<file path="config.mk">
export PLATFORM = sky130hd
export DESIGN_NAME = pwm_controller
export DESIGN_NICKNAME = d
export VERILOG_FILES = /design/src/rtl/pwm_controller.sv
export SDC_FILE = /design/constraint.sdc
export NUM_CORES = 1
export LEC_CHECK = 0
export ABC_CLOCK_PERIOD_IN_PS = 2700
export BUFFER_PORTS_ARGS = -buffer_cell sky130_fd_sc_hd__buf_2
export CORE_ASPECT_RATIO = 1.5
export CORE_MARGIN = 3
export CORE_UTILIZATION = 50
export CTS_CLUSTER_DIAMETER = 120
export DETAILED_ROUTE_END_ITERATION = 8
export GPL_TIMING_DRIVEN = 0
export PLACE_DENSITY = 0.78
export SLEW_MARGIN = 15
export SYNTH_ARGS = -nofsm -noshare
export SYNTH_HDL_FRONTEND = slang
export SYNTH_SLANG_ARGS = --single-unit
</file>
<file path="constraint.sdc">
create_clock -name clk -period 2.7 [get_ports clk]
set_input_delay 0.135 -clock clk [delete_from_list [all_inputs] [get_ports clk]]
set_output_delay 0.135 -clock clk [all_outputs]
set_load 0.02 [all_outputs]
</file>
<file path="src/rtl/pwm_controller.sv">
// pwm_controller: sixteen-channel PWM/static output stage fed by the SPI
// configuration registers. A prescaler divides clk by CLK_DIV into counter
// ticks; an 8-bit period counter produces a 256-tick PWM period. Each channel
// registers either a static high, the shared PWM level, or a forced low.
//
// Build option: define PWM_SHADOW_EN to latch the duty value once per period
// (glitch-free period updates). Without it the live duty input drives the
// comparator directly.
//
// Ports:
//   clk, rst_n          system clock, async active-low reset
//   en_reg_out_7_0/15_8 per-channel output enable
//   en_reg_pwm_7_0/15_8 per-channel PWM mode select
//   pwm_duty_cycle      shared duty value (0x00 = never high, 0xFF = always high)
//   pwm_out             registered channel levels, bit i = channel i
//   period_start        one-cycle pulse following each period wrap
module pwm_controller #(
    parameter int unsigned CLK_DIV = 3000
) (
    input  logic        clk,
    input  logic        rst_n,
    input  logic [7:0]  en_reg_out_7_0,
    input  logic [7:0]  en_reg_out_15_8,
    input  logic [7:0]  en_reg_pwm_7_0,
    input  logic [7:0]  en_reg_pwm_15_8,
    input  logic [7:0]  pwm_duty_cycle,
    output logic [15:0] pwm_out,
    output logic        period_start
);

    localparam int unsigned DIV_W = 16;
    localparam int unsigned CNT_W = 8;
    localparam int unsigned CH_N  = 16;

    localparam logic [DIV_W-1:0] DIV_LAST = DIV_W'(CLK_DIV - 1);
    localparam logic [CNT_W-1:0] CNT_LAST = {CNT_W{1'b1}};

    logic [DIV_W-1:0] div_cnt;
    logic [CNT_W-1:0] pwm_cnt;
    logic [CNT_W-1:0] duty_c;
    logic             tick_c;
    logic             boundary_c;
    logic             pwm_lvl_c;
    logic [CH_N-1:0]  en_out_c;
    logic [CH_N-1:0]  en_pwm_c;

    assign en_out_c   = {en_reg_out_15_8, en_reg_out_7_0};
    assign en_pwm_c   = {en_reg_pwm_15_8, en_reg_pwm_7_0};
    assign tick_c     = (div_cnt == DIV_LAST);
    assign boundary_c = tick_c && (pwm_cnt == CNT_LAST);

    // Prescaler and period counter; pwm_cnt wraps naturally at 0xFF.
    always_ff @(posedge clk or negedge rst_n) begin
        if (!rst_n) begin
            div_cnt <= '0;
            pwm_cnt <= '0;
        end else begin
            div_cnt <= tick_c ? '0 : div_cnt + DIV_W'(1);
            if (tick_c) begin
                pwm_cnt <= pwm_cnt + CNT_W'(1);
            end
        end
    end

`ifdef PWM_SHADOW_EN
    logic [CNT_W-1:0] duty_sh;

    // Duty shadow: only updated on the period boundary.
    always_ff @(posedge clk or negedge rst_n) begin
        if (!rst_n) begin
            duty_sh <= '0;
        end else if (boundary_c) begin
            duty_sh <= pwm_duty_cycle;
        end
    end

    assign duty_c = duty_sh;
`else
    assign duty_c = pwm_duty_cycle;
`endif

    // 0xFF is special-cased so full duty has no low count at 0xFF.
    assign pwm_lvl_c = (duty_c == CNT_LAST) || (pwm_cnt < duty_c);

    // Registered channel select and period marker.
    always_ff @(posedge clk or negedge rst_n) begin
        if (!rst_n) begin
            pwm_out      <= '0;
            period_start <= 1'b0;
        end else begin
            pwm_out      <= en_out_c & (~en_pwm_c | {CH_N{pwm_lvl_c}});
            period_start <= boundary_c;
        end
    end

endmodule

</file>
==> impl.org, run 1 <==
** Die
- Row cnt :: 26
- I/O Pins :: 59
- Core region area :: 3510 µm²
- The floorplan step set the die width to 56.3 µm.
- Measured along the y axis, the die boundary spans 81.5 µm.
- Floorplan die area :: between 4000 and 5000 µm²
- Initial Util :: 0.541

** Routing
- After the first detailed-routing iteration, the DRC count stood at 60.
- 1st-pass router iterations :: 4
- DRC Markers :: 0
- Post-route antenna net violation count :: 0
- After detailed routing, the total wire length is approximately 3600 µm.
- In the final routed layout, each cell accounts on average for 13.3 µm.
- After detailed routing, the number of vias per cell comes to 5.30.
- The detailed router placed between 1k and 1.5k vias in this run.

** Synthesis
- Among all flip-flop cells after synthesis, the most frequent one is dfrtp_1.
- The share of the Yosys chip area taken by registers is 0.540.
- Average cell area after synthesis :: between 10 and 15 µm²
- Synth Register Bits :: between 40 and 50
- Post-Syn Area :: 1900 µm²
- The share of synthesized area in the top cell type comes to 0.540.
- After technology mapping, the gate count stands at about 160.
- Ranked by total cell area, the synthesized netlist is headed by dfrtp_1 54%, a21boi_0 6.3%, ha_1 5.9%.
- The most common cell in the synthesized netlist is dfrtp_1.
- Yosys printed 0 warnings.
- Yosys mapped a number of flops with a built-in enable equal to 0.
- Commonest cells in the netlist :: 41 x dfrtp_1, 16 x a21boi_0, 13 x nor2_1
- For this run, asynchronously set or reset flops after synthesis account for 1.00.
- The netlist uses 34 different library cells.
- Cell taking the most area after synthesis :: dfrtp_1
- Synthesis produced a netlist with a net count of 213.

** Finish
- Final non-filler cell total :: roughly 270
- Antenna diode instance count :: 0
- Relative to the synthesized area, the layout overhead comes to 22.5%.
- Share of layout cells above drive strength 1 :: 0.317
- The net count of the finished layout is about 280.
- Once layout is done, the placed cells without fillers occupy around 2300 µm².

** Timing
- At the pin with the least slew margin, the transition time is 0.866 ns.
- Final setup TNS :: 0 ns
- Headroom to the max-slew limit came out at 0.423.
- FMAX :: 423 MHz
- Setup repair after global routing left no endpoint under its margin.
- For the final database, setup skew stands at 0.00416 ns.
- Share of the clock period used by the worst path after layout :: 0.875
- The clock period could shrink to 2.36 ns.
- Setup slack closes at 0.338 ns.
- The final hold violation count came to 0.
- Setup violations remaining at the end of the flow were counted as 0.
- Hold is met by 0.0227 ns.
- Count of final max-slew check failures :: 0

** Placement
- OpenSTA, run right after detailed placement, puts the worst setup slack at 0.285 ns.
- Buffers added on ports :: between 50 and 60
- In this run the cell area measured after placement is between 2000 and 2500 µm².
- Final weighted congestion in routability-driven placement :: ~0.76
- Once placement completed, the tool counted placed cells totaling approximately 260.
- Final HPWL from detailed placement :: roughly 2800 µm

** CTS
- Clock tree from TritonCTS :: done
- Clock Root Buffer :: clkbuf_8
- TritonCTS buffer count :: 5
- Skew-Pair Late Insertion Delay :: 0.28 ns
- The number of gates resized after CTS was 0.
- Number of buffers on the longest clock path :: 2
- Counting every sink on the clock net gives 41.
- Number of post-CTS setup repair buffers :: 0
- Clock-pin slew on the worst setup and hold paths :: 0.07 ns
- Hold buffer count at cts :: 1
- CTS H-Tree Depth :: 2

** Global routing
- For this run, global-route usage on met1 was measured as 0.175.
- First-pass GRT wire length :: 6400 µm
- The global routing stage identified its most utilized layer as met2.
- Initial antenna violation count :: 0
- GRT met2 Usage :: 0.361
- GRT Overall Usage :: 0.182
- GR met3 Demand/Resource :: 0.0472
- The number of global-route vias before repair was 1,527.
- Remaining Overflow, GRT :: 0
- Pin count of the biggest net entering global routing :: 42

** Worst setup path
- Of all nets on the critical path, the largest fanout is 10.
- In this run the critical register-to-register path is captured at pwm_out[8].
- Crit-path slowest cell :: o32ai_1
- Endpoint required time on the critical path :: 2.85 ns
- The critical path runs through a total of 6 cells.
- The worst register-to-register path begins at pwm_cnt[7].
- Critical-path cell list :: ha_1 -> and4_1 -> o21ai_0 -> o32ai_1 -> clkbuf_1 -> a21boi_0
- Kind of cell with the highest combined delay on the critical path :: compound AO/OA/AOI/OAI gates
- STA classifies the critical path startpoint as a register.
- Reg2Reg Setup Slack :: 0.34 ns
- Timing startpoint of the critical path :: pwm_cnt[7]
- Worst Setup End Kind :: register
- The setup path with the least slack is of type register to register.
- Worst Path Buf+Inv :: 1
- The number of cells on the worst reg-to-reg path is 6.
- Data on the critical path arrives at its endpoint at 2.51 ns.
- For this run, the slowest stage of the critical path takes 0.68 ns.

** Min path
- Hold path start :: en_reg_pwm_15_8[7]
- Count of cells along the worst hold path :: 2
- The worst hold path terminates at pwm_out[15].
- Worst Hold Class :: input pin to register

** Pwr
- Worst IR drop on VDD :: 0.000422 V
- The analysis attributes to cell leakage a power of 1.20 nW.
- Pwr per Cell Area :: roughly 460 nW/µm²

** Outcome
- Run status :: complete, no violations

** Run
- Max-cap violation count :: 0
==> cell type report <==
class                           instances  area (µm²)
Inverter                                9        33.8
Sequential cell                        41        1030
Clock inverter                          1        5.00
Tap cell                               42        52.6
Buffer                                  3        18.8
Timing Repair Buffer                   59         300
Fill cell                             292        1190
Multi-Input combinational cell        109         821
Clock buffer                            5        68.8
==> cells in the final DEF, fill, tap and decap left out, types with 7 or more instances in the layout <==
| cell type | count |
|---|---|
| ha_1 | 9 |
| inv_1 | 9 |
| dfrtp_1 | 41 |
| nor2_1 | 13 |
| nand3_1 | 7 |
| a21boi_0 | 16 |
| buf_2 | 58 |
| xnor2_1 | 12 |
| nand4_1 | 11 |
==> how the worst max path moves through the flow <==
stage / to
floorplan: pwm_out[10]
finish: pwm_out[8]
detailed placement: pwm_out[8]
CTS: pwm_out[10]
global placement: pwm_out[8]
global route: pwm_out[10]
==> sequential cells by signal, indices dropped and copies added, names as in the netlist <==
signal / flops
period_start: 1
pwm_out: 16
div_cnt: 16
pwm_cnt: 8
==> routing by layer <==
layer / routed length, µm / part of all wire
met5: 0 / 0
met4: 57 / 0.016
met2: 2090 / 0.59
met1: 1250 / 0.35
met3: 173 / 0.049
==> logic make-up after synthesis <==
logic type	share of synthesized area
multiplexers	0.0112
buffers and inverters	0.0277
flip-flops	0.540
AND/OR/NAND/NOR	0.168
adder cells (fa/ha/maj)	0.0593
XOR/XNOR	0.0955
AO/OA/AOI/OAI	0.0982
==> power breakdown <==
| group | internal [mW] | switching (mW) | total [mW] | leakage [nW] |
|---|---|---|---|---|
| combinational | 0.0395 | 0.0485 | 0.0881 | 0.639 |
| sequential | 0.626 | 0.00269 | 0.629 | 0.521 |
| clock | 0.170 | 0.183 | 0.353 | 0.0399 |
==> through the flow <==
stage	power, mW	util
after floorplan	0.673	-
after global placement	0.728	0.638
after detailed placement	0.730	0.638
after CTS	1.09	0.662
after global routing	1.13	0.662
final	1.07	0.662
No activity file was read; power rests on OpenSTA's default activity.
==> run 2: changes to the inputs <==
--- a/config.mk
+++ b/config.mk
@@ -5,15 +5,16 @@
 export SDC_FILE = /design/constraint.sdc
 export NUM_CORES = 1
 export LEC_CHECK = 0
+export ABC_AREA = 1
 export ABC_CLOCK_PERIOD_IN_PS = 2700
 export BUFFER_PORTS_ARGS = -buffer_cell sky130_fd_sc_hd__buf_2
 export CORE_ASPECT_RATIO = 1.5
 export CORE_MARGIN = 3
-export CORE_UTILIZATION = 50
+export CORE_UTILIZATION = 52
 export CTS_CLUSTER_DIAMETER = 120
 export DETAILED_ROUTE_END_ITERATION = 8
 export GPL_TIMING_DRIVEN = 0
-export PLACE_DENSITY = 0.78
+export PLACE_DENSITY = 0.79
 export SLEW_MARGIN = 15
 export SYNTH_ARGS = -nofsm -noshare
 export SYNTH_HDL_FRONTEND = slang
==> run 2 against run 1 <==
  * Total power rose by 23%
  * Die area up 8.0%
  * Worst hold slack worse by 0.0093 ns
  * Sequential power is essentially flat
  * Cell count grew 39%
  * Sequential share of layout area shrank 5.3 points
  * Combinational power up 4.8%
  * Synthesized cell count increased by 62%
  * Cell area increased by 14%
  * Critical path depth increased by 3
==> impl.org, run 2 <==
** Synthesis
- Dominant cells by area after synthesis :: dfrtp_1 48%, nand2_1 10%, inv_1 8.4%
- Net count after synthesis :: 313
- Async set-or-reset flop fraction in the synthesized netlist :: 1.00
- Gate count of the mapped netlist :: 262
- Summing every instance area after synthesis gives 2150 µm².
- Dominant cell by count in the synthesized netlist :: nand2_1
- The number of different library cells used by synthesis comes to 23.
- The most used flip-flop cell after synthesis is dfrtp_1.
- Synth Register Bits :: 41
- Post-synth EDFFs :: 0
- The commonest cells after synthesis are 57 x nand2_1, 48 x inv_1, 41 x dfrtp_1.
- Proportion of netlist area held by the largest area contributor :: 0.477
- dfrtp_1 takes more of the synthesized area than any other cell.
- For this run, the register share of the synthesized area comes to 0.477.
- Average cell area after synthesis :: 8.20 µm²
- Number of warnings printed during yosys synthesis :: 0

** Worst setup path
- Worst Setup End Kind :: register
- Worst Setup Start Kind :: register
- Endpoint required time on the critical path :: 2.94 ns
- Maximum net fanout on the critical path :: 10
- Arr. time, crit path :: between 1.5 and 2 ns
- Crit Path Class :: register to register

** Routing
- Routed length on met3 :: 159 µm
- In the routed design, unresolved DRC markers number 0.
- For this block, the initial DRC count from the detailed router was 38.
- For this run, the detailed router's first-pass iteration total came to 4.
- Post-Route WL :: 4170 µm
- Dividing the detail-routed wire length by the instance count gives 11.1 µm.
- Dividing the detail-routed via count by the number of cells gives about 4.9.
- The highest metal layer carrying signal wires in the routed design is met4.
- Vias post-DR :: 1,844
- Post-route antenna net violation count :: 0
- Met2 wire len :: 2340 µm
- For this block, wires on met1 add up to between 1500 and 2000 µm.

** Timing
- For the pin with the worst max-slew slack, the measured transition is 0.868 ns.
- FMAX :: between 500 and 600 MHz
- Counting I/O delays and the setup requirement, the final critical path takes about 1.7 ns.
- Final count of hold timing violations :: 0
- Share of the clock period used by the worst path after layout :: 0.626
- RSZ-0062 raised after global routing :: no
- Count of final max-slew check failures :: 0
- Clock skew on the completed layout was measured at ~0.0063 ns.
- Headroom to the max-slew limit came out at 0.421.
- Setup total negative slack on the finished layout was measured at 0 ns.
- Setup violations remaining at the end of the flow were counted as 0.
- Across all hold checks on the routed design, the worst slack comes to approximately 0.013 ns.

** Die
- In this run the vertical extent of the chip is 84.7 µm.
- The core region is 3960 µm².
- Initial Util :: 0.543
- I/O Pins :: 59
- In this run the horizontal extent of the chip is about 60 µm.
- Floorplan die area :: a little under 5000 µm²
- After floorplanning, the core was divided into 28 placement rows.

** Global routing
- The number of global-route vias before repair was 1,893.
- The first global-routing pass estimated around 7600 µm of wire.
- Summed over all layers, the global routing overflow is 0.
- Entering global routing, the biggest net connects 42 pins.
- GRT Overall Usage :: 0.199
- Initial antenna violation count :: 0

** CTS
- TritonCTS built the clock tree.
- Buffers inserted during clock tree synthesis total 5.
- CTS saw 41 sinks.
- Number of buffers on the longest clock path :: 2
- Skew-Pair Late Insertion Delay :: 0.30 ns
- The number of setup buffers added after CTS is 0.
- Clock Root Buffer :: clkbuf_8
- Clock-pin slew on the worst setup and hold paths :: roughly 0.08 ns
- In this run the number of H-tree levels came out at 2.

** Outcome
- Run status :: complete, no violations

** Finish
- Share of layout cells above drive strength 1 :: 0.267
- Antenna diode instance count :: 0
- For this run, the share of the core covered by cells in the final layout is 0.668.
- Most common cell after layout, fill and taps aside :: buf_2
- Leaving out fill and tap cells, the most frequent cells in the layout are 59 x buf_2, 57 x nand2_1, 48 x inv_1, 41 x dfrtp_1, 33 x nand3_1.
- The area growth from synthesis to layout is 23.0%.
- Post-layout net count :: about 380
- Biggest regs :: div_cnt: 16 flops, pwm_out: 16 flops, pwm_cnt: 8 flops

** Pwr
- Pwr per Cell Area :: ~500 nW/µm²
- Worst IR drop on VDD :: 0.000577 V
- Standby leakage power :: 1.54 nW

** Placement
- Final HPWL from detailed placement :: 3300 µm
- Buffers added on ports :: 58
- Routability-driven placement finished with a final weighted congestion of 0.853.

** Run
- Max-cap violation count :: 0

** Min path
- The path class of the tightest hold or removal check is input pin to register.
-- run 2: repair_timing --
| action | 4_1_cts | 5_1_grt |
|---|---|---|
| hold buffers | 1 | 0 |
| hold endpoints to repair | 41 | 0 |
| resized for setup | 0 | 0 |
-- run 2: per-layer routing --
metal,track usage,vias up
met2,0.354,30
met4,0.0844,0
met1,0.212,862
met3,0.0554,7
li1,-,945
met5,0,-
-- run 2: where the power goes --
group / switching [mW] / internal (mW)
clock: 0.221 / 0.372
sequential: 0.00287 / 0.626
combinational: 0.0536 / 0.0387
-- run 2: through the flow --
step | power (mW) | area (µm²) | setup WS (ns) | instances
floorplan | 0.677 | 2150 | 1.21 | 262
global placement | 0.731 | 2500 | 1.06 | 365
detailed placement | 0.734 | 2500 | 1.01 | 365
CTS | 1.32 | 2640 | 0.989 | 374
global route | 1.37 | 2640 | 0.826 | 374
finish | 1.31 | 2640 | 1.01 | 374
-- run 2: area by class of cell --
class,instances,area (µm²)
plain buffers,2,12.5
clock buffers,5,68.8
clock inverters,3,68.8
fillers,363,1320
inverters,53,199
multi-input cells,166,912
flip-flops and latches,41,1030
well taps,45,56.3
repair buffers,59,300
-- run 2: worst paths after layout --
check | slack (ns) | cells after the start | start | endpoint
worst min-delay path | 0.01 | 3 | en_reg_out_7_0[1] | pwm_out[1]
worst min register to register | 0.48 | 1 | div_cnt[15] | div_cnt[15]
worst max register to register | 1.01 | 9 | pwm_cnt[5] | pwm_out[8]
max in group asynchronous | 1.67 | 2 | rst_n | div_cnt[13]
worst max-delay path | 1.01 | 9 | pwm_cnt[5] | pwm_out[8]
min in group asynchronous | 0.48 | 2 | rst_n | pwm_cnt[1]
-- run 2: cell families after synthesis --
logic type	after synthesis	synth area share
xor+xnor	10	0.0407
flops	41	0.477
simple gates	134	0.301
compound gates	13	0.0303
buf+inv	55	0.0984
fa+ha+maj	9	0.0524
-- run 2: worst max-delay path, cell delays in order, from the launching register on --
cell	delay, ns
dfrtp_1	0.42
ha_1	0.30
a21oi_1	0.15
nor2_1	0.05
nor3_1	0.14
nand2_1	0.18
buf_4	0.22
nand3_1	0.08
nand2_1	0.05
inv_1	0.05
==> run 3: changes to the inputs <==
--- a/config.mk
+++ b/config.mk
@@ -5,16 +5,16 @@
 export SDC_FILE = /design/constraint.sdc
 export NUM_CORES = 1
 export LEC_CHECK = 0
-export ABC_AREA = 1
-export ABC_CLOCK_PERIOD_IN_PS = 2700
+export ABC_AREA = 0
+export ABC_CLOCK_PERIOD_IN_PS = 1700
 export BUFFER_PORTS_ARGS = -buffer_cell sky130_fd_sc_hd__buf_2
 export CORE_ASPECT_RATIO = 1.5
 export CORE_MARGIN = 3
-export CORE_UTILIZATION = 52
+export CORE_UTILIZATION = 50
 export CTS_CLUSTER_DIAMETER = 120
 export DETAILED_ROUTE_END_ITERATION = 8
 export GPL_TIMING_DRIVEN = 0
-export PLACE_DENSITY = 0.79
+export PLACE_DENSITY = 0.78
 export SLEW_MARGIN = 15
 export SYNTH_ARGS = -nofsm -noshare
 export SYNTH_HDL_FRONTEND = slang
==> constraint.sdc (replaced) <==
create_clock -name clk -period 1.7 [get_ports clk]
set_input_delay 0.085 -clock clk [delete_from_list [all_inputs] [get_ports clk]]
set_output_delay 0.085 -clock clk [all_outputs]
set_load 0.02 [all_outputs]
==> run 3 against run 2 <==
  * The flow now finishes with violations (setup timing)
  * Sequential share of layout area shrank 3.1 points
  * Via count is 11% lower
  * Cell count decreased by 18%
  * Sequential power rose by 59%
  * Critical path type unchanged
  * Non-clock buffer count is 36 higher
  * Largest power group unchanged
==> impl.org, run 3 (synthesis gave the netlist of run 1 again) <==
** Routing
- In the final routed layout, each cell accounts on average for 16.4 µm.
- For this block, the initial DRC count from the detailed router was 42.
- The pre-antenna-repair detailed-routing pass consisted of 4 iterations.
- Vias per cell :: between 5 and 6
- The detailed router placed 1,650 vias in this run.
- DRC Markers :: 0
- Post-Route WL :: between 5000 and 6000 µm
- Post-route antenna net violation count :: 0

** Timing
- The final hold violation count was 0.
- Post-route minimum period :: 1.79 ns
- Worst hold slack after final layout :: 0.0372 ns
- FMAX :: 558 MHz
- Setup repair after global routing could not meet its margin everywhere.
- Worst slew slack as a fraction of its limit :: 0.410
- Dividing the final minimum period by the clock period gives 1.05.
- Count of final max-slew check failures :: 0
- Setup violators final :: 26
- At the pin with the least slew margin, the transition time is 0.885 ns.
- Worst clock skew :: 0.00598 ns
- Final worst slack :: -0.0934 ns

** CTS
- Clock Root Buffer :: clkbuf_8
- TritonCTS buffer count :: 5
- Clock-pin slew on the worst setup and hold paths :: 0.07 ns
- Clock tree from TritonCTS :: done
- Sink Count :: between 40 and 50
- Number of buffers on the longest clock path :: 2
- CTS built an H-tree with a depth of 2.
- Skew-Pair Late Insertion Delay :: 0.29 ns

** Global routing
- Entering global routing, the biggest net connects 42 pins.
- Global routing finished with a remaining overflow of 0.
- First-pass GRT wire length :: 7980 µm
- Initial antenna violation count :: 0
- GRT Overall Usage :: 0.227
- The number of global-route vias before repair was 1,816.

** Worst setup path
- The startpoint identified for the worst register-to-register timing path is div_cnt[3].
- Endpoint required time on the critical path :: 1.88 ns
- The worst setup path is launched from a register.
- Along the worst path, the maximum fanout reaches 6.
- Reg2Reg Depth :: 6
- Worst reg2reg path endpoint :: div_cnt[1]
- The worst setup path is of the register to register kind.
- Worst Setup End Kind :: register
- Reg2Reg Setup Slack :: -0.09 ns
- At the worst endpoint, the arrival time is 1.97 ns.

** Finish
- Post-layout net count :: 314
- The area growth from synthesis to layout is 51.9%.
- The repair_antennas step left the layout with diodes totalling 0.
- Counting the fill cells in the layout gives 197.
- Leaving out fill and tap cells, the most frequent cells in the layout are 58 x buf_2, 38 x dfrtp_1, 17 x dlygate4sd3_1, 16 x buf_4, 12 x xnor2_1.
- Leaving out fill and tap cells, the most frequent cell in the layout is buf_2.
- In the final layout, the registers with the most flip-flops are div_cnt: 16 flops, pwm_out: 16 flops, pwm_cnt: 8 flops.
- For this run, the share of the core covered by cells in the final layout is 0.821.
- Share of layout cells above drive strength 1 :: 0.458

** Outcome
- Run status :: complete, but fails checks
- Failing checks :: setup timing

** Die
- The die is just over 80 µm tall.
- Row cnt :: 26
- Horiz. Die Dim :: ~56 µm
- Floorplan die area :: 4590 µm²
- The initial utilization of the core area, before any placement, comes to 0.541.
- I/O Pins :: 59
- Core region area :: 3510 µm²

** Min path
- The worst hold path terminates at pwm_out[13].
- The tightest min-delay check is of the input pin to register type.
- The startpoint identified for the worst hold timing path is en_reg_out_15_8[5].
- Along the worst hold path, the cell count comes to 2.

** Placement
- Detailed placement finished with a half-perimeter wire length of 3000 µm.
- Input and output buffers added on the ports amount to 58.
- Final weighted congestion in routability-driven placement :: 0.794

** Pwr
- For this design the static power due to leakage is 1.43 nW.
- Summing internal, switching and leakage power gives 1.80 mW.
- Pwr per Cell Area :: 624 nW/µm²
- Worst IR drop on VDD :: approximately 0.0009 V

** Run
- Max-cap violation count :: 0
==> run 3: changes by cell type in the layout (fill, tap and decap cells not counted), sizes merged, moves of 7 or more <==
cell and change:
o21ai -7, buf +20, nor3 -10, dlygate4sd3 +16
nand4 +8, nand2 -56, xnor2 +12, nand3 -26
inv -45, a21boi +16, nor2 -9
==> run 3: per-layer routing <==
| layer | track usage | vias up | wire [µm] |
|---|---|---|---|
| met2 | 0.444 | 50 | 2950 |
| met4 | 0.0689 | 0 | 75 |
| li1 | - | 775 | - |
| met1 | 0.231 | 817 | 1730 |
| met3 | 0.0645 | 8 | 255 |
| met5 | 0 | - | 0 |
==> run 3: metrics by stage <==
stage | cells | TNS [ns] | setup WS, ns | instance area, µm²
detailed placement | 262 | -6.85 | -0.317 | 2290
finish | 306 | -1.44 | -0.0934 | 2890
global placement | 262 | -5.98 | -0.285 | 2290
CTS | 299 | -1.38 | -0.0773 | 2740
floorplan | 162 | -0.532 | -0.104 | 1940
global route | 306 | -3.65 | -0.183 | 2890
==> run 3: critical path: stages, from the launching register on <==
cell     delay, ns
dfrtp_1       0.40
or4_4         0.54
nor4_4        0.26
buf_6         0.17
buf_8         0.13
buf_12        0.13
nor2b_1       0.04
==> run 3: what timing repair did <==
item                                    in CTS  in global routing
gates cloned                                 1                  0
buffers inserted                            11                  8
pin swaps                                   14                 14
hold endpoints to repair                    57                  0
resized for setup                           22                 25
endpoints found under the setup margin      33                 35
hold buffers                                17                  0
==> run 3: how the worst max path moves through the flow <==
stage,end,cells past startpoint,slack (ns),from
finish,div_cnt[1],6,-0.09,div_cnt[3]
global route,pwm_cnt[3],7,-0.18,div_cnt[0]
CTS,pwm_cnt[3],6,-0.08,div_cnt[3]
detailed placement,pwm_cnt[2],5,-0.32,div_cnt[14]
global placement,pwm_cnt[3],5,-0.28,div_cnt[14]
floorplan,pwm_cnt[2],5,-0.10,div_cnt[14]
==> run 3: final cells by class <==
| class | count | area (µm²) | area share |
|---|---|---|---|
| plain buffers | 2 | 30.0 | 0.0104 |
| clock buffers | 8 | 80.1 | 0.0278 |
| inverters | 9 | 33.8 | 0.0117 |
| multi-input cells | 109 | 1010 | 0.351 |
| flip-flops and latches | 41 | 1030 | 0.357 |
| well taps | 42 | 52.6 | 0.0182 |
| repair buffers | 95 | 647 | 0.224 |
==> run 3: power breakdown <==
group | total (mW) | leakage, nW | internal (mW) | switching (mW)
combinational | 0.202 | 0.871 | 0.102 | 0.101
sequential | 0.999 | 0.516 | 0.994 | 0.00473
clock | 0.599 | 0.0395 | 0.292 | 0.307
